[src/rtl/cassette_player.sv]
// Streams tape bytes as FSK half-period pulses, LSB first.
// Optional leader tone before the first byte: CASSETTE_LEADER_EN.
module cassette_player #(
  parameter int ZERO_HALF     = 8,
  parameter int ONE_HALF      = 4,
  parameter int LEADER_CYCLES = 256
) (
  input  logic        clk_sys,
  input  logic        reset_n,
  input  logic        play,
  input  logic        rewind,
  input  logic        ce_tick,
  input  logic [23:0] tape_end,
  output logic        rd_req,
  output logic [23:0] rd_addr,
  input  logic        rd_ack,
  input  logic [7:0]  rd_data,
  output logic        cass_out,
  output logic [23:0] pos,
  output logic        playing,
  output logic        done
);

  typedef enum logic [2:0] {
    IDLE,
    FETCH,
    BIT_HI,
    BIT_LO
`ifdef CASSETTE_LEADER_EN
    , LEADER
`endif
  } state_t;

  localparam logic [7:0] ZH = 8'(ZERO_HALF);
  localparam logic [7:0] OH = 8'(ONE_HALF);

  state_t      state_q, state_d;
  logic [23:0] pos_q, pos_d;
  logic [23:0] addr_q, addr_d;
  logic [7:0]  byte_q, byte_d;
  logic [2:0]  bit_q, bit_d;
  logic [7:0]  tick_q, tick_d;
  logic        held_q, held_d;
  logic        discard_q, discard_d;
  logic        done_q, done_d;

  logic [7:0]  half;
  logic [7:0]  tick_inc;
  logic        half_end;

`ifdef CASSETTE_LEADER_EN
  localparam logic [15:0] LC_LAST = 16'(LEADER_CYCLES - 1);
  logic [15:0] lead_cnt_q, lead_cnt_d;
  logic        lead_lo_q, lead_lo_d;
  logic        lead_held_q, lead_held_d;
  logic        skip_q, skip_d;
  logic        lead_end;
`else
  logic        unused_leader_cycles;
  assign unused_leader_cycles = (LEADER_CYCLES == 0);
`endif

  assign tick_inc = tick_q + 8'd1;
  assign half     = byte_q[bit_q] ? OH : ZH;
  assign half_end = ce_tick && (tick_inc == half);
`ifdef CASSETTE_LEADER_EN
  assign lead_end = ce_tick && (tick_inc == OH);
`endif

  always_comb begin
    state_d   = state_q;
    pos_d     = pos_q;
    byte_d    = byte_q;
    bit_d     = bit_q;
    tick_d    = tick_q;
    held_d    = held_q;
    discard_d = discard_q;
    done_d    = 1'b0;
`ifdef CASSETTE_LEADER_EN
    lead_cnt_d  = lead_cnt_q;
    lead_lo_d   = lead_lo_q;
    lead_held_d = lead_held_q;
    skip_d      = skip_q;
`endif
    if (discard_q && rd_ack) discard_d = 1'b0;

    if (rewind) begin
      state_d   = IDLE;
      pos_d     = '0;
      bit_d     = '0;
      tick_d    = '0;
      held_d    = 1'b0;
      // an outstanding fetch must still be acked, then dropped
      discard_d = (discard_q || state_q == FETCH) && !rd_ack;
`ifdef CASSETTE_LEADER_EN
      lead_cnt_d  = '0;
      lead_lo_d   = 1'b0;
      lead_held_d = 1'b0;
      skip_d      = 1'b0;
`endif
    end else begin
      case (state_q)
        IDLE: begin
          if (play && !discard_q) begin
            if (held_q) begin
              held_d  = 1'b0;
              state_d = BIT_HI;
            end
`ifdef CASSETTE_LEADER_EN
            else if (lead_held_q) begin
              lead_held_d = 1'b0;
              state_d     = LEADER;
            end else if (pos_q == '0 && !skip_q) begin
              lead_cnt_d = '0;
              lead_lo_d  = 1'b0;
              tick_d     = '0;
              state_d    = LEADER;
            end
`endif
            else begin
              state_d = FETCH;
            end
          end
        end
        FETCH: begin
          if (rd_ack) begin
            byte_d  = rd_data;
            bit_d   = '0;
            tick_d  = '0;
            state_d = play ? BIT_HI : IDLE;
            held_d  = !play;
          end
        end
        BIT_HI: begin
          if (half_end) begin
            tick_d  = '0;
            state_d = BIT_LO;
          end else if (ce_tick) begin
            tick_d = tick_inc;
          end
        end
        BIT_LO: begin
          if (half_end) begin
            tick_d = '0;
            if (bit_q == 3'd7) begin
              bit_d = '0;
              if (pos_q == tape_end) begin
                pos_d   = '0;
                done_d  = 1'b1;
                state_d = IDLE;
`ifdef CASSETTE_LEADER_EN
                skip_d  = 1'b0;
`endif
              end else begin
                pos_d   = pos_q + 24'd1;
                state_d = play ? FETCH : IDLE;
              end
            end else begin
              bit_d   = bit_q + 3'd1;
              state_d = play ? BIT_HI : IDLE;
              held_d  = !play;
            end
          end else if (ce_tick) begin
            tick_d = tick_inc;
          end
        end
`ifdef CASSETTE_LEADER_EN
        LEADER: begin
          if (lead_end) begin
            tick_d    = '0;
            lead_lo_d = !lead_lo_q;
            if (lead_lo_q) begin
              if (lead_cnt_q == LC_LAST) begin
                lead_cnt_d = '0;
                skip_d     = 1'b1;
                state_d    = play ? FETCH : IDLE;
              end else begin
                lead_cnt_d  = lead_cnt_q + 16'd1;
                state_d     = play ? LEADER : IDLE;
                lead_held_d = !play;
              end
            end
          end else if (ce_tick) begin
            tick_d = tick_inc;
          end
        end
`endif
        default: state_d = IDLE;
      endcase
    end

    addr_d = discard_d ? addr_q : pos_d;
  end

  always_ff @(posedge clk_sys or negedge reset_n) begin
    if (!reset_n) begin
      state_q   <= IDLE;
      pos_q     <= '0;
      addr_q    <= '0;
      byte_q    <= '0;
      bit_q     <= '0;
      tick_q    <= '0;
      held_q    <= 1'b0;
      discard_q <= 1'b0;
      done_q    <= 1'b0;
    end else begin
      state_q   <= state_d;
      pos_q     <= pos_d;
      addr_q    <= addr_d;
      byte_q    <= byte_d;
      bit_q     <= bit_d;
      tick_q    <= tick_d;
      held_q    <= held_d;
      discard_q <= discard_d;
      done_q    <= done_d;
    end
  end

`ifdef CASSETTE_LEADER_EN
  always_ff @(posedge clk_sys or negedge reset_n) begin
    if (!reset_n) begin
      lead_cnt_q  <= '0;
      lead_lo_q   <= 1'b0;
      lead_held_q <= 1'b0;
      skip_q      <= 1'b0;
    end else begin
      lead_cnt_q  <= lead_cnt_d;
      lead_lo_q   <= lead_lo_d;
      lead_held_q <= lead_held_d;
      skip_q      <= skip_d;
    end
  end

  assign cass_out = (state_q == BIT_HI) ||
                    (state_q == LEADER && !lead_lo_q);
`else
  assign cass_out = (state_q == BIT_HI);
`endif

  assign rd_req  = (state_q == FETCH) || discard_q;
  assign rd_addr = addr_q;
  assign pos     = pos_q;
  assign playing = (state_q != IDLE);
  assign done    = done_q;

endmodule

[config.mk]
export PLATFORM = sky130hd
export DESIGN_NAME = cassette_player
export DESIGN_NICKNAME = d
export VERILOG_FILES = /design/src/rtl/cassette_player.sv
export SDC_FILE = /design/constraint.sdc
export NUM_CORES = 1
export LEC_CHECK = 0
export ABC_AREA = 1
export ABC_CLOCK_PERIOD_IN_PS = 3130
export CORE_AREA = 2 2 81 114
export DETAILED_ROUTE_END_ITERATION = 12
export DIE_AREA = 0 0 83 116
export DONT_BUFFER_PORTS = 1
export PLACE_DENSITY = 0.69
export SLEW_MARGIN = 20
export SYNTH_ARGS = -nofsm -noshare
export SYNTH_HDL_FRONTEND = slang
export SYNTH_SLANG_ARGS = --single-unit
export TNS_END_PERCENT = 1
[constraint.sdc]
create_clock -name clk_sys -period 3.13 [get_ports clk_sys]
set_input_delay 0.4695 -clock clk_sys [delete_from_list [all_inputs] [get_ports clk_sys]]
set_output_delay 0.4695 -clock clk_sys [all_outputs]
set_load 0.01 [all_outputs]
==> results of run 1 <==
-- cell type report --
cell class / count / area (sq um)
timing repair buffer: 7 / 72.6
clock inverter: 6 / 115
multi-input combinational: 497 / 2410
tap: 105 / 131
inverter: 88 / 330
sequential: 72 / 1800
clock buffer: 10 / 229
fill: 796 / 3470
-- path summary, 6_finish.rpt --
check | endpoint | from | cells past startpoint
max | rd_addr[13] | bit_q[0] | 14
min | tick_q[3] | reset_n | 1
max reg2reg | rd_addr[13] | bit_q[0] | 14
min reg2reg | byte_q[5] | byte_q[5] | 2
max in group asynchronous | byte_q[4] | reset_n | 1
min in group clk_sys | pos[3] | rewind | 1
-- cells by family (layout without fill, tap and decap cells) --
logic type	after synthesis	in the layout	synth area share (%)
AND/OR/NAND/NOR	419	419	40.7
buffers and inverters	105	111	9.06
flip-flops	72	72	38.9
AO/OA/AOI/OAI	55	55	6.24
XOR/XNOR	14	14	2.65
adder cells (fa/ha/maj)	9	9	2.43
-- power breakdown --
| group | internal [mW] | switching (mW) |
|---|---|---|
| Combinational | 0.136 | 0.295 |
| Clock | 0.785 | 0.419 |
| Sequential | 1.00 | 0.0472 |
| Total | 1.92 | 0.761 |
-- metal layers --
| metal | routed length (um) | track usage, % | up-vias |
|---|---|---|---|
| li1 | - | - | 2132 |
| met1 | 4620 | 27.4 | 2041 |
| met2 | 6850 | 52.1 | 157 |
| met3 | 881 | 7.34 | 30 |
| met4 | 507 | 14.3 | 0 |
| met5 | 0 | 0 | - |
-- flip-flops by register name (all words and copies together), names as in the netlist --
register and cells:
pos 24, rd_addr 24, byte_q 8, tick_q 8, bit_q 3, state_q 2
discard_q 1, done 1, held_q 1
-- worst register-to-register path, cell delays in order, from the launching register on --
cell	delay, ns
dfrtp_1	0.45
ha_1	0.18
ha_1	0.40
nand2_1	0.10
nor2_1	0.16
nand2_1	0.12
nor2_1	0.10
nand2_1	0.12
nor2_1	0.33
nand3_1	0.11
nand2_1	0.10
nand3_2	0.08
nand2_1	0.15
nand3_1	0.09
nand2_1	0.08
-- cells in the mapped netlist (9+ instances only) --
library cell / number
clkbuf_1: 9
ha_1: 9
dfrtp_1: 72
nand3_2: 15
nor3_1: 9
nand3_1: 53
inv_1: 85
a21oi_1: 30
nor2_1: 47
nand4_1: 14
nand2_1: 257
o21ai_0: 16
-- what timing repair did --
| action | CTS | global route |
|---|---|---|
| endpoints found under the setup margin | 0 | 0 |
| hold buffers | 1 | 0 |
| resized for setup | 0 | 0 |
| endpoints found under the hold margin | 72 | 0 |
-- stage by stage --
| stage | setup slack, ns | std cells | utilization (%) | instance area (sq um) |
|---|---|---|---|---|
| finish | 0.509 | 785 | 59.4 | 5090 |
| global placement | 0.567 | 768 | 55.1 | 4720 |
| floorplan | 1.07 | 674 | - | 4630 |
| CTS | 0.546 | 785 | 59.4 | 5090 |
| global route | 0.223 | 785 | 59.4 | 5090 |
| detailed placement | 0.565 | 768 | 55.1 | 4720 |
==> results.cfg, run 1 <==
[setup_path]
critPathArrivalTime_ns = 2.90
r2r_setup_slack_ns = 0.51
endpoint_kind = flip-flop
crit_chain = ha_1 -> ha_1 -> nand2_1 -> nor2_1 -> nand2_1 -> nor2_1 -> nand2_1 -> nor2_1 -> nand3_1 -> nand2_1 -> nand3_2 -> nand2_1 -> nand3_1 -> nand2_1
crit_path_top_delay_cell = dfrtp_1
cpMostUsedCell = nand2_1
crit_required_ns = 3.41
crit_type = reg2reg
worstPathMaxFanout = 10
cpLargestDelayFamily = simple AND/OR/NAND/NOR gates
path_buf_inv = 0
critPathMaxStageDelay_ns = 0.45
start_kind = flip-flop

[die]
die_w_um = 83
start_util_pct = 54.1
core-area_sq_um = 8560
io_pins = 90
die-area_sq_um = 9630
die_h_um = 116
rows = 40

[sta]
finClkSkew_ns = 0.00732
rsz0062_at_grt = false
hold_viol = 0
tns_ns = 0
min_period_ns = 2.62
finalSetupViolations = 0
tightest_slew_ns = 0.536
finalCritPeriodShare_pct = 83.8
max_freq_ghz = 0.381
slew_violations = 0
worst_hold_slack_ns = 0.0239
worst_slew_margin_rel_pct = 64.1

[power_and_ir_drop]
power_leakage_nw = 2.73
ir_worst_vdd_uv = 407
power_density_nw_per_um2 = 528
p_total_mw = 2.69

[global_route]
grtUsageTotal_pct = 27.4
grt_pass1_vias = 4357
grt_max_degree = 73
antenna_found_initial = 0
grt_first_pass_wirelength_um = 20700
grt-ovfl-total = 0

[clocking]
cts_tree = built
cts_buffers = 9
clk_pin_slew_ns = 0.06
cts_sinks = 72
worstSkewPairLatency_ns = 0.34
clock_path_buffers = 2
root_buffer = clkbuf_16
post_cts_buffers = 0
htreeDepth = 3

[detailed_routing]
wl_per_cell_um = 16.4
drc = 0
wl_um = 12900
drtIter0Drc = 253
ant_nets = 0
post_drt_via_cell_ratio = 5.55
vias = 4360
dr.pass1.iters = 4

[synthesis]
ys_types = 35
syn_area_per_cell_sq_um = 6.87
synth_edf_count = 0
yosysTopAreaCell = dfrtp_1
syn_inst = 674
yosysWarnings = 0
synth_seq_area_share_pct = 38.9
synth_area_sq_um = 4630
synthTopCellsByArea = dfrtp_1, nand2_1, inv_1
ys_ff_latch = 72
syn_nets = 721
synth.top_cell.area_share_pct = 38.9
yosys_most_used_dff = dfrtp_1
async_flop_share_pct = 100

[cells_and_area]
num_antenna_cells = 0
drive_above_1_share_pct = 7.50
final_cell_mix = nand2_1, inv_1, dfrtp_1, nand3_1, nor2_1
area_delta_synth_final_pct = 9.92
nets = 722
layout_commonest_cell = nand2_1

[placed_design]
gpl.final_weighted_congestion = 0.924
hpwl_um = 9480
io_buffer_count = 0

[run_status]
status = complete, no violations

[job]
max_cap_violations = 0

[min_path]
hp-class = in2async
(Power assumes the default switching activity.)
==> run 2, diff against run 1 <==
--- a/config.mk
+++ b/config.mk
@@ -6,7 +6,7 @@
 export NUM_CORES = 1
 export LEC_CHECK = 0
 export ABC_AREA = 1
-export ABC_CLOCK_PERIOD_IN_PS = 3130
+export ABC_CLOCK_PERIOD_IN_PS = 2700
 export CORE_AREA = 2 2 81 114
 export DETAILED_ROUTE_END_ITERATION = 12
 export DIE_AREA = 0 0 83 116
==> constraint.sdc (replaced) <==
create_clock -name clk_sys -period 2.7 [get_ports clk_sys]
set_input_delay 0.405 -clock clk_sys [delete_from_list [all_inputs] [get_ports clk_sys]]
set_output_delay 0.405 -clock clk_sys [all_outputs]
set_load 0.01 [all_outputs]
==> results.cfg, run 2 (synthesized netlist as in run 1, its figures left out) <==
[sta]
setup_ws_ns = 0.289
rsz0062_at_grt = true
max_freq_ghz = 0.415
tightest_slew_ns = 0.556
worst_slew_margin_rel_pct = 62.7
finClkSkew_ns = 0.00687
finalSetupViolations = 0
slew_violations = 0
hold_viol = 0
finalCritPeriodShare_pct = 89.3
min_period_ns = 2.41
worst_hold_slack_ns = 0.126

[detailed_routing]
wl_um = 13000
post_drt_via_cell_ratio = 5.53
drc = 0
vias = 4365
wl_per_cell_um = 16.4
dr.pass1.iters = 5
ant_nets = 0
drtIter0Drc = 301

[global_route]
grt-ovfl-total = 0
grtUsageTotal_pct = 27.8
grt_pass1_vias = 4266
grt_first_pass_wirelength_um = 20800
grt_max_degree = 73
antenna_found_initial = 0

[setup_path]
endpoint_kind = flip-flop
worstSetupStartpoint = tick_q[0]
critPathArrivalTime_ns = 2.64
crit_required_ns = 2.93
cpMostUsedCell = nand2_1
crit_chain = ha_1 -> xnor2_1 -> clkinv_1 -> nor2_1 -> nand2_1 -> nand2_1 -> nand2_4 -> nor2_4 -> nand2_1 -> and3_1
crit_type = reg2reg
crit_path_top_delay_cell = dfrtp_1
r2r_start = tick_q[0]
critPathMaxStageDelay_ns = 0.44
start_kind = flip-flop
worstPathMaxFanout = 13

[die]
die-area_sq_um = 9630
start_util_pct = 54.1
die_h_um = 116
die_w_um = 83
io_pins = 90
core-area_sq_um = 8560
rows = 40

[clocking]
clk_pin_slew_ns = 0.06
root_buffer = clkbuf_16
cts_tree = built
htreeDepth = 3
cts_buffers = 9
post_cts_buffers = 0
clock_path_buffers = 2
worstSkewPairLatency_ns = 0.34
cts_sinks = 72

[power_and_ir_drop]
power_leakage_nw = 2.72
ir_worst_vdd_uv = 410
switching_share_pct = 29.8
clkPwrFrac_pct = 41.4
power_density_nw_per_um2 = 579
internal_power_mw = 2.07
comb_power_share_pct = 17.3
seqPwrFrac_pct = 41.3
p_sw_mw = 0.881
p_total_mw = 2.95

[cells_and_area]
nets = 727
multi_input_area_sq_um = 2420
drive_above_1_share_pct = 8.32
stdcell_count = 790
post-route-util_pct = 59.5
final_cell_mix = nand2_1, inv_1, dfrtp_1, nand3_1, nor2_1
ff_latch_area_sq_um = 1800
fillers = 798
area_delta_synth_final_pct = 10.1
layout_commonest_cell = nand2_1
num_antenna_cells = 0

[min_path]
hp-class = in2reg
holdCritStartpoint = rewind

[placed_design]
hpwl_um = 9630
io_buffer_count = 0
preCtsSetupSlack_ns = 0.262
dp.cells = 771
gpl.final_weighted_congestion = 0.892

[run_status]
status = complete, no violations

[job]
max_cap_violations = 0
## run 2: per-layer routing
layer  global-route usage, %  part of all wire [%]
met2                    51.1                    52
met4                    17.0                   5.0
met3                    4.77                   6.5
met1                    29.7                    36
met5                       0                     0
## run 2: path summary, 6_finish.rpt
| kind | to | slack (ns) | cells after the start |
|---|---|---|---|
| max reg2reg | pos[5] | 0.29 | 10 |
| min in group asynchronous | tick_q[7] | 0.60 | 2 |
| max in group asynchronous | pos[14] | 1.78 | 2 |
| min reg2reg | byte_q[5] | 0.51 | 2 |
| max | pos[5] | 0.29 | 10 |
| min | pos[4] | 0.13 | 1 |
## run 2: final cells by class
class | instances | area share [%]
inverter | 88 | 6.48
clock buffer | 10 | 4.69
sequential | 72 | 35.4
clock inverter | 6 | 1.30
multi-input combinational | 498 | 47.5
timing repair buffer | 11 | 2.06
tap | 105 | 2.58
## run 2: power by group through the flow
stage	Clock [mW]	Sequential [mW]	Combinational (mW)
final	1.22	1.22	0.511
after global routing	1.27	1.23	0.584
after CTS	1.23	1.22	0.514
after detailed placement	0	1.24	0.483
after global placement	0	1.23	0.474
after floorplan	0	1.22	0.374
## run 2: timing repair
item | 4_1_cts | 5_1_grt
endpoints found under the hold margin | 72 | 0
endpoints found under the setup margin | 0 | 3
hold buffers | 2 | 0
gates resized for setup | 0 | 1
## run 2: worst max-delay path, delay by kind of cell (launching register included)
| family | cells | cell delay (ns) |
|---|---|---|
| and+or+nand+nor | 7 | 1.27 |
| DFF | 1 | 0.44 |
| adders and majority gates | 1 | 0.28 |
| xor gates and xnor gates | 1 | 0.21 |
| buffers and inverters | 1 | 0.10 |
## run 2: stage by stage
stage	instance area, sq um	TNS (ns)
finish	5090	0
CTS	5080	0
global placement	4740	0
floorplan	4630	0
global route	5090	-0.00628
detailed placement	4740	0
==> run 3, diff against run 2 <==
--- a/config.mk
+++ b/config.mk
@@ -8,6 +8,7 @@
 export ABC_AREA = 1
 export ABC_CLOCK_PERIOD_IN_PS = 2700
 export CORE_AREA = 2 2 81 114
+export CTS_CLUSTER_DIAMETER = 120
 export DETAILED_ROUTE_END_ITERATION = 12
 export DIE_AREA = 0 0 83 116
 export DONT_BUFFER_PORTS = 1
==> results of run 3 <==
Same layout as run 2: the final DEF is identical, and so are final timing and power.
